<file path="config.mk">
export PLATFORM = sky130hd
export DESIGN_NAME = rt_avalon_ctrl_mc
export DESIGN_NICKNAME = d
export VERILOG_FILES = /design/src/rtl/rt_ctrl_pkg.sv /design/src/rtl/rt_chan_ctrl.sv /design/src/rtl/rt_avalon_ctrl_mc.sv
export SDC_FILE = /design/constraint.sdc
export NUM_CORES = 1
export LEC_CHECK = 0
export CAP_MARGIN = 20
export CORE_ASPECT_RATIO = 0.5
export CORE_MARGIN = 2
export CORE_UTILIZATION = 55
export DETAILED_ROUTE_END_ITERATION = 8
export PLACE_DENSITY = 0.82
export SYNTH_ARGS = -nofsm -noshare
export SYNTH_HDL_FRONTEND = slang
export SYNTH_SLANG_ARGS = --single-unit
export TNS_END_PERCENT = 1
</file>
<file path="constraint.sdc">
create_clock -name clk -period 2.7 [get_ports clk]
set_input_delay 0.675 -clock clk [delete_from_list [all_inputs] [get_ports clk]]
set_output_delay 0.675 -clock clk [all_outputs]
set_load 0.005 [all_outputs]
</file>
<file path="src/rtl/rt_ctrl_pkg.sv">
// Shared constants and types for the raytracer Avalon control block.
package rt_ctrl_pkg;

  localparam int ADDR_W = 6;
  localparam int DATA_W = 32;

  // Word addresses of the register map.
  localparam logic [ADDR_W-1:0] ADDR_CTRL     = 6'd0;
  localparam logic [ADDR_W-1:0] ADDR_PENDING  = 6'd1;
  localparam logic [ADDR_W-1:0] ADDR_IRQ_MASK = 6'd2;
  localparam logic [ADDR_W-1:0] ADDR_INFO     = 6'd3;
  localparam logic [ADDR_W-1:0] ADDR_CH_BASE  = 6'd4;

  typedef enum logic {
    IDLE = 1'b0,
    BUSY = 1'b1
  } ch_state_e;

  // Channel registers are interleaved: STAT_i at 4+2i, CYCLES_i at 5+2i.
  function automatic logic [ADDR_W-1:0] stat_addr(input int ch);
    return ADDR_CH_BASE + ADDR_W'(2 * ch);
  endfunction

  function automatic logic [ADDR_W-1:0] cycles_addr(input int ch);
    return ADDR_CH_BASE + ADDR_W'(2 * ch + 1);
  endfunction

endpackage

</file>
<file path="src/rtl/rt_chan_ctrl.sv">
// One raytracer channel: IDLE/BUSY sequencer, start pulse, end status latch
// and saturating runtime counter.
module rt_chan_ctrl
  import rt_ctrl_pkg::*;
#(
  parameter int STAT_W = 32,
  parameter int CNT_W  = 32
) (
  input  logic              clk,
  input  logic              reset,
  input  logic              start_req,
  input  logic              end_rt,
  input  logic [STAT_W-1:0] end_stat,
  output logic              start_rt,
  output logic              busy,
  output logic              done,
  output logic [STAT_W-1:0] stat,
  output logic [CNT_W-1:0]  cycles
);

  ch_state_e         state_q, state_d;
  logic              start_q, start_d;
  logic [STAT_W-1:0] stat_q,  stat_d;
  logic [CNT_W-1:0]  cnt_q,   cnt_d;

  // Next-state logic: accept start in IDLE, count and watch for end in BUSY.
  always_comb begin
    // NOTE: every variable gets a default first so no path leaves it unassigned and a latch is never inferred.
    state_d = state_q;
    start_d = 1'b0;
    stat_d  = stat_q;
    cnt_d   = cnt_q;
    done    = 1'b0;
    unique case (state_q)
      IDLE: begin
        if (start_req) begin
          state_d = BUSY;
          start_d = 1'b1;
          cnt_d   = '0;
        end
      end
      BUSY: begin
        // Every BUSY cycle is counted, including the one carrying end_rt.
        if (cnt_q != {CNT_W{1'b1}}) cnt_d = cnt_q + CNT_W'(1);
        if (end_rt) begin
          state_d = IDLE;
          stat_d  = end_stat;
          done    = 1'b1;
        end
      end
      default: state_d = IDLE;
    endcase
  end

  // State registers; reset aborts a run and drops any end_rt in that cycle.
  always_ff @(posedge clk) begin
    // NOTE: non-blocking assignments keep every flop sampling pre-edge values regardless of statement order.
    if (reset) begin
      state_q <= IDLE;
      start_q <= 1'b0;
      stat_q  <= '0;
      cnt_q   <= '0;
    end else begin
      state_q <= state_d;
      start_q <= start_d;
      stat_q  <= stat_d;
      cnt_q   <= cnt_d;
    end
  end

  assign start_rt = start_q;
  assign busy     = (state_q == BUSY);
  assign stat     = stat_q;
  assign cycles   = cnt_q;

endmodule

</file>
<file path="src/rtl/rt_avalon_ctrl_mc.sv">
// Avalon-MM slave controlling NUM_CH raytracer channels: start, pending
// status with masked level interrupt, per-channel status and runtime readback.
module rt_avalon_ctrl_mc
  import rt_ctrl_pkg::*;
#(
  parameter int NUM_CH = 4,
  parameter int STAT_W = 32,
  parameter int CNT_W  = 32
) (
  input  logic                     clk,
  input  logic                     reset,
  input  logic [ADDR_W-1:0]        avs_s0_address,
  input  logic                     avs_s0_write,
  input  logic [DATA_W-1:0]        avs_s0_writedata,
  input  logic                     avs_s0_read,
  output logic [DATA_W-1:0]        avs_s0_readdata,
  output logic                     rdirq,
  output logic [NUM_CH-1:0]        start_rt,
  input  logic [NUM_CH-1:0]        end_rt,
  input  logic [NUM_CH*STAT_W-1:0] end_rtstat,
  output logic                     av_clk,
  output logic                     av_reset
);

  logic [NUM_CH-1:0] start_req;
  logic [NUM_CH-1:0] busy;
  logic [NUM_CH-1:0] done;
  logic [NUM_CH-1:0] pend_clr;
  logic [NUM_CH-1:0] pending_q, pending_d;
  logic [NUM_CH-1:0] mask_q,    mask_d;
  logic              rdirq_q,   rdirq_d;
  logic [DATA_W-1:0] rdata_q,   rdata_d;
  logic [DATA_W-1:0] rd_mux;
  logic [STAT_W-1:0] stat_arr [NUM_CH];
  logic [CNT_W-1:0]  cnt_arr  [NUM_CH];

  assign av_clk   = clk;
  assign av_reset = reset;

  assign start_req = (avs_s0_write && avs_s0_address == ADDR_CTRL)
                   ? avs_s0_writedata[NUM_CH-1:0] : '0;

  for (genvar g = 0; g < NUM_CH; g++) begin : g_chan
    rt_chan_ctrl #(
      .STAT_W (STAT_W),
      .CNT_W  (CNT_W)
    ) u_chan (
      .clk       (clk),
      .reset     (reset),
      .start_req (start_req[g]),
      .end_rt    (end_rt[g]),
      .end_stat  (end_rtstat[g*STAT_W +: STAT_W]),
      .start_rt  (start_rt[g]),
      .busy      (busy[g]),
      .done      (done[g]),
      .stat      (stat_arr[g]),
      .cycles    (cnt_arr[g])
    );
  end

  // Pending/mask update; a new end_rt wins over a same-cycle clear.
  always_comb begin
    pend_clr = '0;
    if (avs_s0_write && avs_s0_address == ADDR_PENDING)
      pend_clr = avs_s0_writedata[NUM_CH-1:0];
    if (avs_s0_read) begin
      for (int i = 0; i < NUM_CH; i++) begin
        if (avs_s0_address == stat_addr(i)) pend_clr[i] = 1'b1;
      end
    end
    pending_d = (pending_q & ~pend_clr) | done;
    mask_d    = mask_q;
    if (avs_s0_write && avs_s0_address == ADDR_IRQ_MASK)
      mask_d = avs_s0_writedata[NUM_CH-1:0];
    rdirq_d = |(pending_d & mask_d);
  end

  // Read mux from current register values, so a same-cycle write is not seen.
  always_comb begin
    rd_mux = '0;
    case (avs_s0_address)
      ADDR_CTRL:     rd_mux[NUM_CH-1:0] = busy;
      ADDR_PENDING:  rd_mux[NUM_CH-1:0] = pending_q;
      ADDR_IRQ_MASK: rd_mux[NUM_CH-1:0] = mask_q;
      ADDR_INFO:     rd_mux = {16'h0, 8'(STAT_W), 8'(NUM_CH)};
      default: begin
        for (int i = 0; i < NUM_CH; i++) begin
          if (avs_s0_address == stat_addr(i))   rd_mux[STAT_W-1:0] = stat_arr[i];
          if (avs_s0_address == cycles_addr(i)) rd_mux[CNT_W-1:0]  = cnt_arr[i];
        end
      end
    endcase
    rdata_d = avs_s0_read ? rd_mux : '0;
  end

  // Bus-side registers: pending, mask, interrupt and read data.
  always_ff @(posedge clk) begin
    if (reset) begin
      pending_q <= '0;
      mask_q    <= '1;
      rdirq_q   <= 1'b0;
      rdata_q   <= '0;
    end else begin
      pending_q <= pending_d;
      mask_q    <= mask_d;
      rdirq_q   <= rdirq_d;
      rdata_q   <= rdata_d;
    end
  end

  assign rdirq           = rdirq_q;
  assign avs_s0_readdata = rdata_q;

endmodule

</file>
==> impl_results.md, run 1 <==
- Register area share after synthesis: a little over two fifths
- Leak Pwr: ~6.5 nW
- M3 GR Usage: about 10%
- Buffers on Ports: between 150 and 200
- Detail Placement HPWL: around 38,000 µm
- Post-Synthesis Cells: 1,816
- Max-cap viol count: 0
- First-pass GRT wire length: a little under 80,000 µm
- Setup-failing EPs final: 0
- Drt initial violations: 2,223
- Flops & latches, synth: roughly 300
- Util after Layout: 72.6%
- Area growth syn-to-layout: 28.0%
- CP most frequent cell: clkbuf_16
- Vias per cell: around 6
- Post-synth cell types: 61
- Final cell count without fillers: roughly 2.4k
- Via count: approximately 15k
- Total GRT Usage: a little over a third
- Busiest grt layer: met2
- Share of layout cells above drive strength 1: a little over an eighth
- Postcts setup bufs: 0
- Overflow after GRT: 0
- Hold Buf Count CTS: 0
- Worst-Margin Slew: roughly 0.86 ns
- CTS tree: yes
- # rows: 41
- Maximum number of pins on one net before global-route repair: 73
- Pint: between 0.007 and 0.008 W
- RSZ-0062 raised after global routing: false
- Initial Util: roughly 57%
- Post-synth EDFFs: 0
- P_sw: 0.00209 W
- Vias in the first global route: about 14k
- Worst Setup Path Type: clk -> out
- PnR worst setup slack: around 0.18 ns
- Max FO, Critical Path: 2
- Outcome: completed
- Worst-path cell with the longest stage delay: dlygate4sd2_1
- Slew Viols, Final: 0
- Syn Nets: 1,994
- FFs w/ async S/R, synth: 0%
- Met2 Usage GRT: 55.4%
- Cts repair resizes: 1
- Hold Crit Class: in -> reg
- Drt pass-1 iters: 8
- Most frequent cells in the layout: nand2_1, dfxtp_1, a21oi_1, clkdlybuf4s50_1, buf_4
- Initial antenna violation count: 1
- Die Ht: approximately 120 µm
- Post-route antenna net violation count: 0
- Setup WS pre-CTS: -0.270 ns
- Mapped Area: around 14,000 µm²
- Number of diodes: 0
- Largest cells by area after synthesis: dfxtp_1, nand2_1, a21oi_1
- Yosys warnings: 0
- Commonest non-fill, non-tap cell in the layout: nand2_1
- IO Pins: 213
- Post-DP Area: 17,500 µm²
- Chip width: 233 µm
- Design Area, Final: roughly 19,000 µm²
- NumNets Final: roughly 2.2k
- PD cells: approximately 510 nW/µm²
- Drt drc: 0
- Worst path arrival time: roughly 1.8 ns
- Final WL: 51,300 µm
- Flop pwr share: 47.5%
- Met1 usage: roughly 50%
- GPL Wtd Cong: between 0.9 and 1
- Combinational fraction of design power: 5.9%
- Final hold violation count: 0
- Reg clk slew, reported paths: 0.07 ns
- Net Sw Frac: 22.1%
- Die area: around 28,000 µm²
- Peak supply drop: roughly 440 µV
- Core area: approximately 26,000 µm²
- DR WL/cell: about 21 µm
- Post-Syn Area per Cell: between 7 and 8 µm²
- Req. time, crit path: 2.03 ns
- Placed cells: ~2.4k
- Hold slack: between 0.3 and 0.4 ns
- CP cell instances: clkbuf_16, clkbuf_16, dlygate4sd2_1
- Slew HR: a little over two fifths
- Fill count: 2,006
- Dominant synthesized flop cell: dfxtp_1
- Clock share of power: 46.5%
- Worst setup EP type: output port
- Worst-Skew Late Latency: ~0.67 ns
- Largest stage delay, worst path: around 0.25 ns
- Cell taking the most area after synthesis: dfxtp_1
- Synth top area share: about 42%
- Startpoint types: clock port
- Clk_skew: between 0.01 and 0.015 ns
## cell usage after synthesis, drive strengths merged, types with 9 or more instances
library cell and instances:
mux2 25, nor4 9, and3 18, nand2 391
dfxtp 305, o2111ai 10, o211ai 20, o22ai 30
o31ai 32, inv 19, a221o 26, xnor2 24
nand3 57, a21oi 204, nor2 140, mux2i 38
a31oi 13, and4 19, clkbuf 102, xor2 50
buf 29, or3 19, and2 10, nand4 42
o21ai 65, nor3 29
## per-stage QoR
| step | setup TNS, ns | power, W |
|---|---|---|
| global route | 0 | 0.00968 |
| finish | 0 | 0.00948 |
| floorplan | 0 | 0.00482 |
| global placement | -7.53 | 0.00518 |
| CTS | 0 | 0.00946 |
| detailed placement | -8.46 | 0.00518 |
## cell families after synthesis
kind of cell / synth area share (%)
flip-flops: 42.2
adder cells (fa/ha/maj): 0.346
XOR/XNOR: 4.48
multiplexers: 5.50
AO/OA/AOI/OAI: 18.8
AND/OR/NAND/NOR: 24.4
buffers and inverters: 4.25
## power groups by stage
| stage | logic, W | clock network (W) | registers, W |
|---|---|---|---|
| after floorplan | 0.000189 | 0.0000240 | 0.00461 |
| after global placement | 0.000541 | 0.0000312 | 0.00461 |
| after detailed placement | 0.000544 | 0.0000312 | 0.00461 |
| after CTS | 0.000549 | 0.00440 | 0.00451 |
| after global routing | 0.000587 | 0.00459 | 0.00450 |
| final | 0.000561 | 0.00441 | 0.00451 |
## path summary, 6_finish.rpt
| path | startpoint | endpoint | slack [ns] | cells past startpoint |
|---|---|---|---|---|
| worst max-delay path | clk | av_clk | 0.18 | 3 |
| worst min-delay path | reset | g_chan[2].u_chan.stat[24]$_SDFFE_PP0P_ | 0.31 | 2 |
| worst max register to register | g_chan[3].u_chan.cycles[9]$_SDFFE_PP0P_ | g_chan[3].u_chan.cycles[21]$_SDFFE_PP0P_ | 0.28 | 8 |
| worst min register to register | g_chan[1].u_chan.stat[5]$_SDFFE_PP0P_ | g_chan[1].u_chan.stat[5]$_SDFFE_PP0P_ | 0.45 | 2 |
## registers in the layout, indices dropped and copies added, names as in the netlist
register and flops:
rdirq 1, g_chan.u_chan.stat 128, avs_s0_readdata 32, g_chan.u_chan.start_rt 4, g_chan.u_chan.busy 4, mask_q 4
pending_q 4, g_chan.u_chan.cycles 128
## area by class of cell
type                            instances  area [µm²]  area share (%)
Clock buffer                           39         850            4.58
Sequential cell                       305        6110            32.9
Timing Repair Buffer                  344        3130            16.9
Multi-Input combinational cell       1361        7780            42.0
Inverter                               19        71.3           0.385
Clock inverter                         14         179           0.965
Tap cell                              344         430            2.32
## worst max-delay path, delay by kind of cell
family | cells | cell delay, ns
buffers and inverters | 3 | 0.49
## per-layer routing
| layer | share of wire [%] | wire [µm] |
|---|---|---|
| met5 | 0.025 | 13 |
| met4 | 3.1 | 1610 |
| met3 | 12 | 6220 |
| met2 | 43 | 22300 |
| met1 | 41 | 21200 |
No activity file was read; power rests on OpenSTA's default activity.
==> run 2: changes to the inputs <==
--- a/config.mk
+++ b/config.mk
@@ -8,9 +8,11 @@
 export CAP_MARGIN = 20
 export CORE_ASPECT_RATIO = 0.5
 export CORE_MARGIN = 2
-export CORE_UTILIZATION = 55
+export CORE_UTILIZATION = 57
+export CTS_BUF_LIST = sky130_fd_sc_hd__clkbuf_8
+export CTS_CLUSTER_SIZE = 20
 export DETAILED_ROUTE_END_ITERATION = 8
-export PLACE_DENSITY = 0.82
+export PLACE_DENSITY = 0.84
 export SYNTH_ARGS = -nofsm -noshare
 export SYNTH_HDL_FRONTEND = slang
 export SYNTH_SLANG_ARGS = --single-unit
==> impl_results.md, run 2 (synthesized netlist as in run 1, its figures left out) <==
- Outcome: completed (unchanged)
- RSZ-0062 raised after global routing: false (unchanged)
- Post-DP Area: 17,600 µm² (was 17,500 µm²)
- Via count: 15.2k (was 14.9k)
- Share of layout cells above drive strength 1: 13.7% (was 13.0%)
- Final hold violation count: 0 (unchanged)
- Placed cells: 2,384 (was 2,374)
- CP cell instances: nand4_1, nor3b_1, a31oi_1, buf_4, nor2_1, o21ai_0, a21oi_1 (was clkbuf_16, clkbuf_16, dlygate4sd2_1)
- Post-route antenna net violation count: 0 (unchanged)
- Reg clk slew, reported paths: 0.07 ns (about the same)
- Chip width: 229 µm (was 233 µm)
- Worst-Margin Slew: 0.608 ns (was 0.863 ns)
- Detail Placement HPWL: 37,300 µm (was 38,200 µm)
- Min Tclk post-route: approximately 2.4 ns
- Leak Pwr: 6.57 nW (was 6.52 nW)
- Design Area, Final: 18,400 µm² (was 18,500 µm²)
- Startpoint types: flip-flop (was clock port)
- Fmax: ~410 MHz
- Initial antenna violation count: 1 (unchanged)
- IO Pins: 213 (unchanged)
- Req. time, crit path: 3.32 ns (was 2.03 ns)
- Area of the multi-input gates: 7780 µm² (unchanged)
- Maximum number of pins on one net before global-route repair: 86 (was 73)
- Worst Setup Path Type: reg -> reg (was clk -> out)
- Total power: 0.00862 W (was 0.00948 W)
- Worst-path cell with the longest stage delay: nor3b_1 (was dlygate4sd2_1)
- Worst-Skew Late Latency: 0.72 ns (was 0.67 ns)
- Fin crit share: 90.4%
- Postcts setup bufs: 0 (unchanged)
- Hold slack: 0.452 ns (was 0.311 ns)
- Area growth syn-to-layout: 27.1% (was 28.0%)
- Largest stage delay, worst path: 0.56 ns (was 0.25 ns)
- Total GRT Usage: 37.4% (was 36.3%)
- Drt pass-1 iters: 6 (was 8)
- Final WL: 50,400 µm (was 51,300 µm)
- Max-cap viol count: 0 (unchanged)
- PD cells: 469 nW/µm² (was 511 nW/µm²)
- Drt initial violations: 1,857 (was 2,223)
- GPL Wtd Cong: 1.03 (was 0.987)
- Initial Util: 57.7% (was 56.7%)
- Peak supply drop: 298 µV (was 444 µV)
- Buffers on Ports: 184 (unchanged)
- Die area: 26,800 µm² (was 27,700 µm²)
- Hold Crit Class: reg -> reg (was in -> reg)
- Overflow after GRT: 0 (unchanged)
- Final cell count without fillers: 2,457 (was 2,426)
- Die Ht: 117 µm (was 119 µm)
- Slew HR: 58.4% (was 41.8%)
- CTS tree: yes (unchanged)
- Slew Viols, Final: 0 (unchanged)
- Clk_skew: 0.0392 ns (was 0.0128 ns)
- Setup WS pre-CTS: -0.381 ns (was -0.270 ns)
- Vias in the first global route: 13.9k (was 13.5k)
- Vias per cell: 6.18 (was 6.15)
- Core area: 25,100 µm² (was 25,500 µm²)
- Most frequent cells in the layout: nand2_1, dfxtp_1, a21oi_1, clkdlybuf4s50_1, buf_4 (unchanged)
- Fill count: 1,964 (was 2,006)
- First-pass GRT wire length: 77,200 µm (was 77,600 µm)
- Sequential cell area: 6110 µm² (unchanged)
- # rows: 41 (unchanged)
- Commonest non-fill, non-tap cell in the layout: nand2_1 (unchanged)
- Setup-failing EPs final: 0 (unchanged)
- PnR worst setup slack: 0.259 ns (was 0.181 ns)
- Number of diodes: 0 (unchanged)
- Max FO, Critical Path: 8 (was 2)
- NumNets Final: 2,266 (was 2,240)
- Worst setup EP type: flip-flop (was output port)
- DR WL/cell: 20.5 µm (was 21.1 µm)
- Drt drc: 0 (unchanged)
- Worst path arrival time: 3.06 ns (was 1.84 ns)
-- run 2: changes by cell type in the layout (fill, tap and decap cells not counted), moves of 2 or more --
cell | previous run | this run
inv_1 | 19 | 34
clkbuf_1 | 2 | 0
clkbuf_16 | 30 | 0
clkbuf_8 | 6 | 52
buf_4 | 155 | 166
bufinv_16 | 4 | 0
clkinv_2 | 7 | 4
-- run 2: path summary, 6_finish.rpt --
check,cells past startpoint,from,endpoint,slack (ns)
min reg2reg,2,g_chan[1].u_chan.stat[1]$_SDFFE_PP0P_,g_chan[1].u_chan.stat[1]$_SDFFE_PP0P_,0.45
min,2,g_chan[1].u_chan.stat[1]$_SDFFE_PP0P_,g_chan[1].u_chan.stat[1]$_SDFFE_PP0P_,0.45
max,7,g_chan[0].u_chan.cycles[14]$_SDFFE_PP0P_,g_chan[0].u_chan.cycles[4]$_SDFFE_PP0P_,0.26
max reg2reg,7,g_chan[0].u_chan.cycles[14]$_SDFFE_PP0P_,g_chan[0].u_chan.cycles[4]$_SDFFE_PP0P_,0.26
-- run 2: where the power goes --
part           switching [W]  internal (W)
clock                0.00180       0.00176
sequential        0.00000409       0.00450
combinational       0.000257      0.000297
-- run 2: layout make-up --
| cell class | instances | share of cell area [%] |
|---|---|---|
| Timing Repair Buffer | 354 | 17.4 |
| Inverter | 19 | 0.387 |
| Tap cell | 344 | 2.34 |
| Clock buffer | 53 | 3.96 |
| Clock inverter | 21 | 0.503 |
| Sequential cell | 305 | 33.2 |
| Multi-Input combinational cell | 1361 | 42.3 |
-- run 2: repair_timing --
item,in CTS,in global routing
hold buffers,0,0
endpoints found under the setup margin,0,1
resized for setup,0,1
-- run 2: metal layers --
| metal | track usage (%) | part of all wire, % |
|---|---|---|
| met5 | 0 | 0.026 |
| met4 | 11.5 | 3.0 |
| met3 | 12.1 | 13 |
| met2 | 57.7 | 43 |
| met1 | 50.2 | 41 |
-- run 2: metrics by stage --
stage / util (%) / setup TNS, ns
3_5_place_dp: 70.1 / -11.38
3_3_place_gp: 70.1 / -11.12
4_1_cts: 73.4 / 0
5_1_grt: 73.4 / 0
2_1_floorplan: - / 0
6_report: 73.4 / 0
-- run 2: worst max-delay path: cells and delay by family, from the launching register on --
| kind | cells | cell delay (ns) |
|---|---|---|
| buffers and inverters | 1 | 0.25 |
| AO/OA/AOI/OAI | 3 | 0.62 |
| AND/OR/NAND/NOR | 3 | 1.03 |
| flip-flops | 1 | 0.45 |
==> run 3: changes to the inputs <==
--- a/config.mk
+++ b/config.mk
@@ -7,11 +7,12 @@
 export LEC_CHECK = 0
 export CAP_MARGIN = 20
 export CORE_ASPECT_RATIO = 0.5
-export CORE_MARGIN = 2
+export CORE_MARGIN = 1
 export CORE_UTILIZATION = 57
 export CTS_BUF_LIST = sky130_fd_sc_hd__clkbuf_8
 export CTS_CLUSTER_SIZE = 20
 export DETAILED_ROUTE_END_ITERATION = 8
+export GPL_ROUTABILITY_DRIVEN = 1
 export PLACE_DENSITY = 0.84
 export SYNTH_ARGS = -nofsm -noshare
 export SYNTH_HDL_FRONTEND = slang
==> impl_results.md, run 3 (synthesized netlist as in run 1, its figures left out) <==
- Setup-failing EPs final: 0 (unchanged)
- Post-route antenna net violation count: 0 (unchanged)
- PnR worst setup slack: 0.0269 ns (was 0.259 ns)
- Req. time, crit path: 2.03 ns (was 3.32 ns)
- CP cell instances: clkbuf_8, clkbuf_8, clkdlybuf4s50_1 (was nand4_1, nor3b_1, a31oi_1, buf_4, nor2_1, o21ai_0, a21oi_1)
- Critical Path Start: clk (was g_chan[0].u_chan.cycles[14]$_SDFFE_PP0P_)
- PD cells: 470 nW/µm² (was 469 nW/µm²)
- Hold slack: 0.362 ns (was 0.452 ns)
- Buffers on Ports: 184 (unchanged)
- Share of layout cells above drive strength 1: 12.8% (was 13.7%)
- Setup WS pre-CTS: -0.299 ns (was -0.381 ns)
- Fill count: 1,855 (was 1,964)
- Final cell count without fillers: 2,434 (was 2,457)
- Die area: 26,100 µm² (was 26,800 µm²)
- Hold Buf Count CTS: 0 (unchanged)
- Startpoint types: clock port (was flip-flop)
- CP most frequent cell: clkbuf_8
- Maximum number of pins on one net before global-route repair: 84 (was 86)
- CP endpoint: av_clk (was g_chan[0].u_chan.cycles[4]$_SDFFE_PP0P_)
- R2r startpoint: g_chan[3].u_chan.cycles[9]$_SDFFE_PP0P_ (was g_chan[0].u_chan.cycles[14]$_SDFFE_PP0P_)
- Number of diodes: 0 (unchanged)
- Initial Util: 59.2% (was 57.7%)
- NumNets Final: 2,248 (was 2,266)
- Hold Crit Class: in -> reg (was reg -> reg)
- Max FO, Critical Path: 2 (was 8)
- IO Pins: 213 (unchanged)
- Overflow after GRT: 0 (unchanged)
- Final WL: 51,000 µm (was 50,400 µm)
- Max-cap viol count: 0 (unchanged)
- Util after Layout: 75.0% (was 73.4%)
- Worst Setup Path Type: clk -> out (was reg -> reg)
- FF-to-FF End: g_chan[3].u_chan.cycles[5]$_SDFFE_PP0P_ (was g_chan[0].u_chan.cycles[4]$_SDFFE_PP0P_)
- Post-route met1 wirelength: 20,800 µm (was 20,900 µm)
- Top routing layer used: met4 (was met5)
- Slew Viols, Final: 0 (unchanged)
- Detail Placement HPWL: 37,500 µm (was 37,300 µm)
- RSZ-0062 raised after global routing: false (unchanged)
- Initial antenna violation count: 0 (was 1)
- Cts repair resizes: 0 (unchanged)
- Worst path arrival time: 2.00 ns (was 3.06 ns)
- First-pass GRT wire length: 77,600 µm (was 77,200 µm)
- Worst Hold Path Cells: 2 (unchanged)
- Chip width: 227 µm (was 229 µm)
- Vias per cell: 6.25 (was 6.18)
- Via count: 15.2k (about the same)
- Reg2Reg Depth: 7 (unchanged)
- CTS tree: yes (unchanged)
- Largest stage delay, worst path: 0.43 ns (was 0.56 ns)
- Die Ht: 115 µm (was 117 µm)
- Drt pass-1 iters: 7 (was 6)
- Total GRT Usage: 39.1% (was 37.4%)
- Total power: 0.00862 W (about the same)
- Worst-Margin Slew: 0.954 ns (was 0.608 ns)
- Reg clk slew, reported paths: 0.07 ns (about the same)
- Area growth syn-to-layout: 26.7% (was 27.1%)
- Met3 WL post-DR: 6910 µm (was 6600 µm)
- Worst setup EP type: output port (was flip-flop)
- Vias in the first global route: 13.8k (was 13.9k)
- Placed cells: 2,359 (was 2,384)
- Drt drc: 0 (unchanged)
- # rows: 40 (was 41)
- Peak supply drop: 289 µV (was 298 µV)
- Postcts setup bufs: 0 (unchanged)
- Worst-Skew Late Latency: 0.68 ns (was 0.72 ns)
- Slew HR: 36.4% (was 58.4%)
- Most frequent cells in the layout: nand2_1, dfxtp_1, a21oi_1, clkdlybuf4s50_1, buf_4 (unchanged)
- Reg2reg setup slack: 0.14 ns (was 0.26 ns)
- Drt initial violations: 2,318 (was 1,857)
- Worst-path cell with the longest stage delay: clkdlybuf4s50_1 (was nor3b_1)
- Outcome: completed (unchanged)
- Met2 WL: 21,400 µm (was 21,500 µm)
- Commonest non-fill, non-tap cell in the layout: nand2_1 (unchanged)
- Clk_skew: 0.0324 ns (was 0.0392 ns)
- GPL Wtd Cong: 1.01 (was 1.03)
- DR WL/cell: 20.9 µm (was 20.5 µm)
- Leak Pwr: 6.52 nW (was 6.57 nW)
- Core area: 24,500 µm² (was 25,100 µm²)
- Final hold violation count: 0 (unchanged)
[run 3: cell count changes in the layout (fill, tap and decap cells not counted)]
cell and change:
buf_4 -25, inv_1 +5, buf_6 +1, inv_6 -1, clkinvlp_4 -1, clkdlybuf4s50_1 +1
clkinv_2 -1, buf_12 +7, dlymetal6s2s_1 -1
[run 3: final cells by class]
class | instances | area, µm² | share of cell area [%]
flip-flops and latches | 305 | 6110 | 33.3
multi-input cells | 1361 | 7780 | 42.4
inverters | 19 | 71.3 | 0.389
well taps | 336 | 420 | 2.29
repair buffers | 337 | 3160 | 17.2
clock buffers | 53 | 726 | 3.95
clock inverters | 23 | 90.1 | 0.491
[run 3: layer usage]
layer	vias up	global-route usage, %
met5	-	0
li1	6950	-
met1	7189	54.3
met4	0	15.7
met2	945	57.3
met3	132	11.0
[run 3: power breakdown]
part	switching [W]	internal, W
Clock	0.00179	0.00176
Combinational	0.000260	0.000300
Sequential	0.00000436	0.00450
Total	0.00206	0.00656
[run 3: worst min path at each step]
stage | start | to
2_1_floorplan | g_chan[1].u_chan.stat[0]$_SDFFE_PP0P_ | g_chan[1].u_chan.stat[0]$_SDFFE_PP0P_
4_1_cts | reset | g_chan[0].u_chan.stat[7]$_SDFFE_PP0P_
5_1_grt | reset | g_chan[0].u_chan.stat[30]$_SDFFE_PP0P_
6_report | reset | g_chan[0].u_chan.start_rt$_SDFF_PP0_
3_3_place_gp | g_chan[1].u_chan.stat[3]$_SDFFE_PP0P_ | g_chan[1].u_chan.stat[3]$_SDFFE_PP0P_
3_5_place_dp | g_chan[1].u_chan.stat[0]$_SDFFE_PP0P_ | g_chan[1].u_chan.stat[0]$_SDFFE_PP0P_
[run 3: worst max-delay path: cells and delay by family]
| kind | cells | cell delay, ns |
|---|---|---|
| buffers and inverters | 3 | 0.65 |
[run 3: metrics by stage]
step	cell area, µm²	TNS (ns)
after detailed placement	17500	-12.22
after global placement	17500	-9.28
final	18400	0
after CTS	18400	0
after floorplan	14500	0
after global routing	18400	0
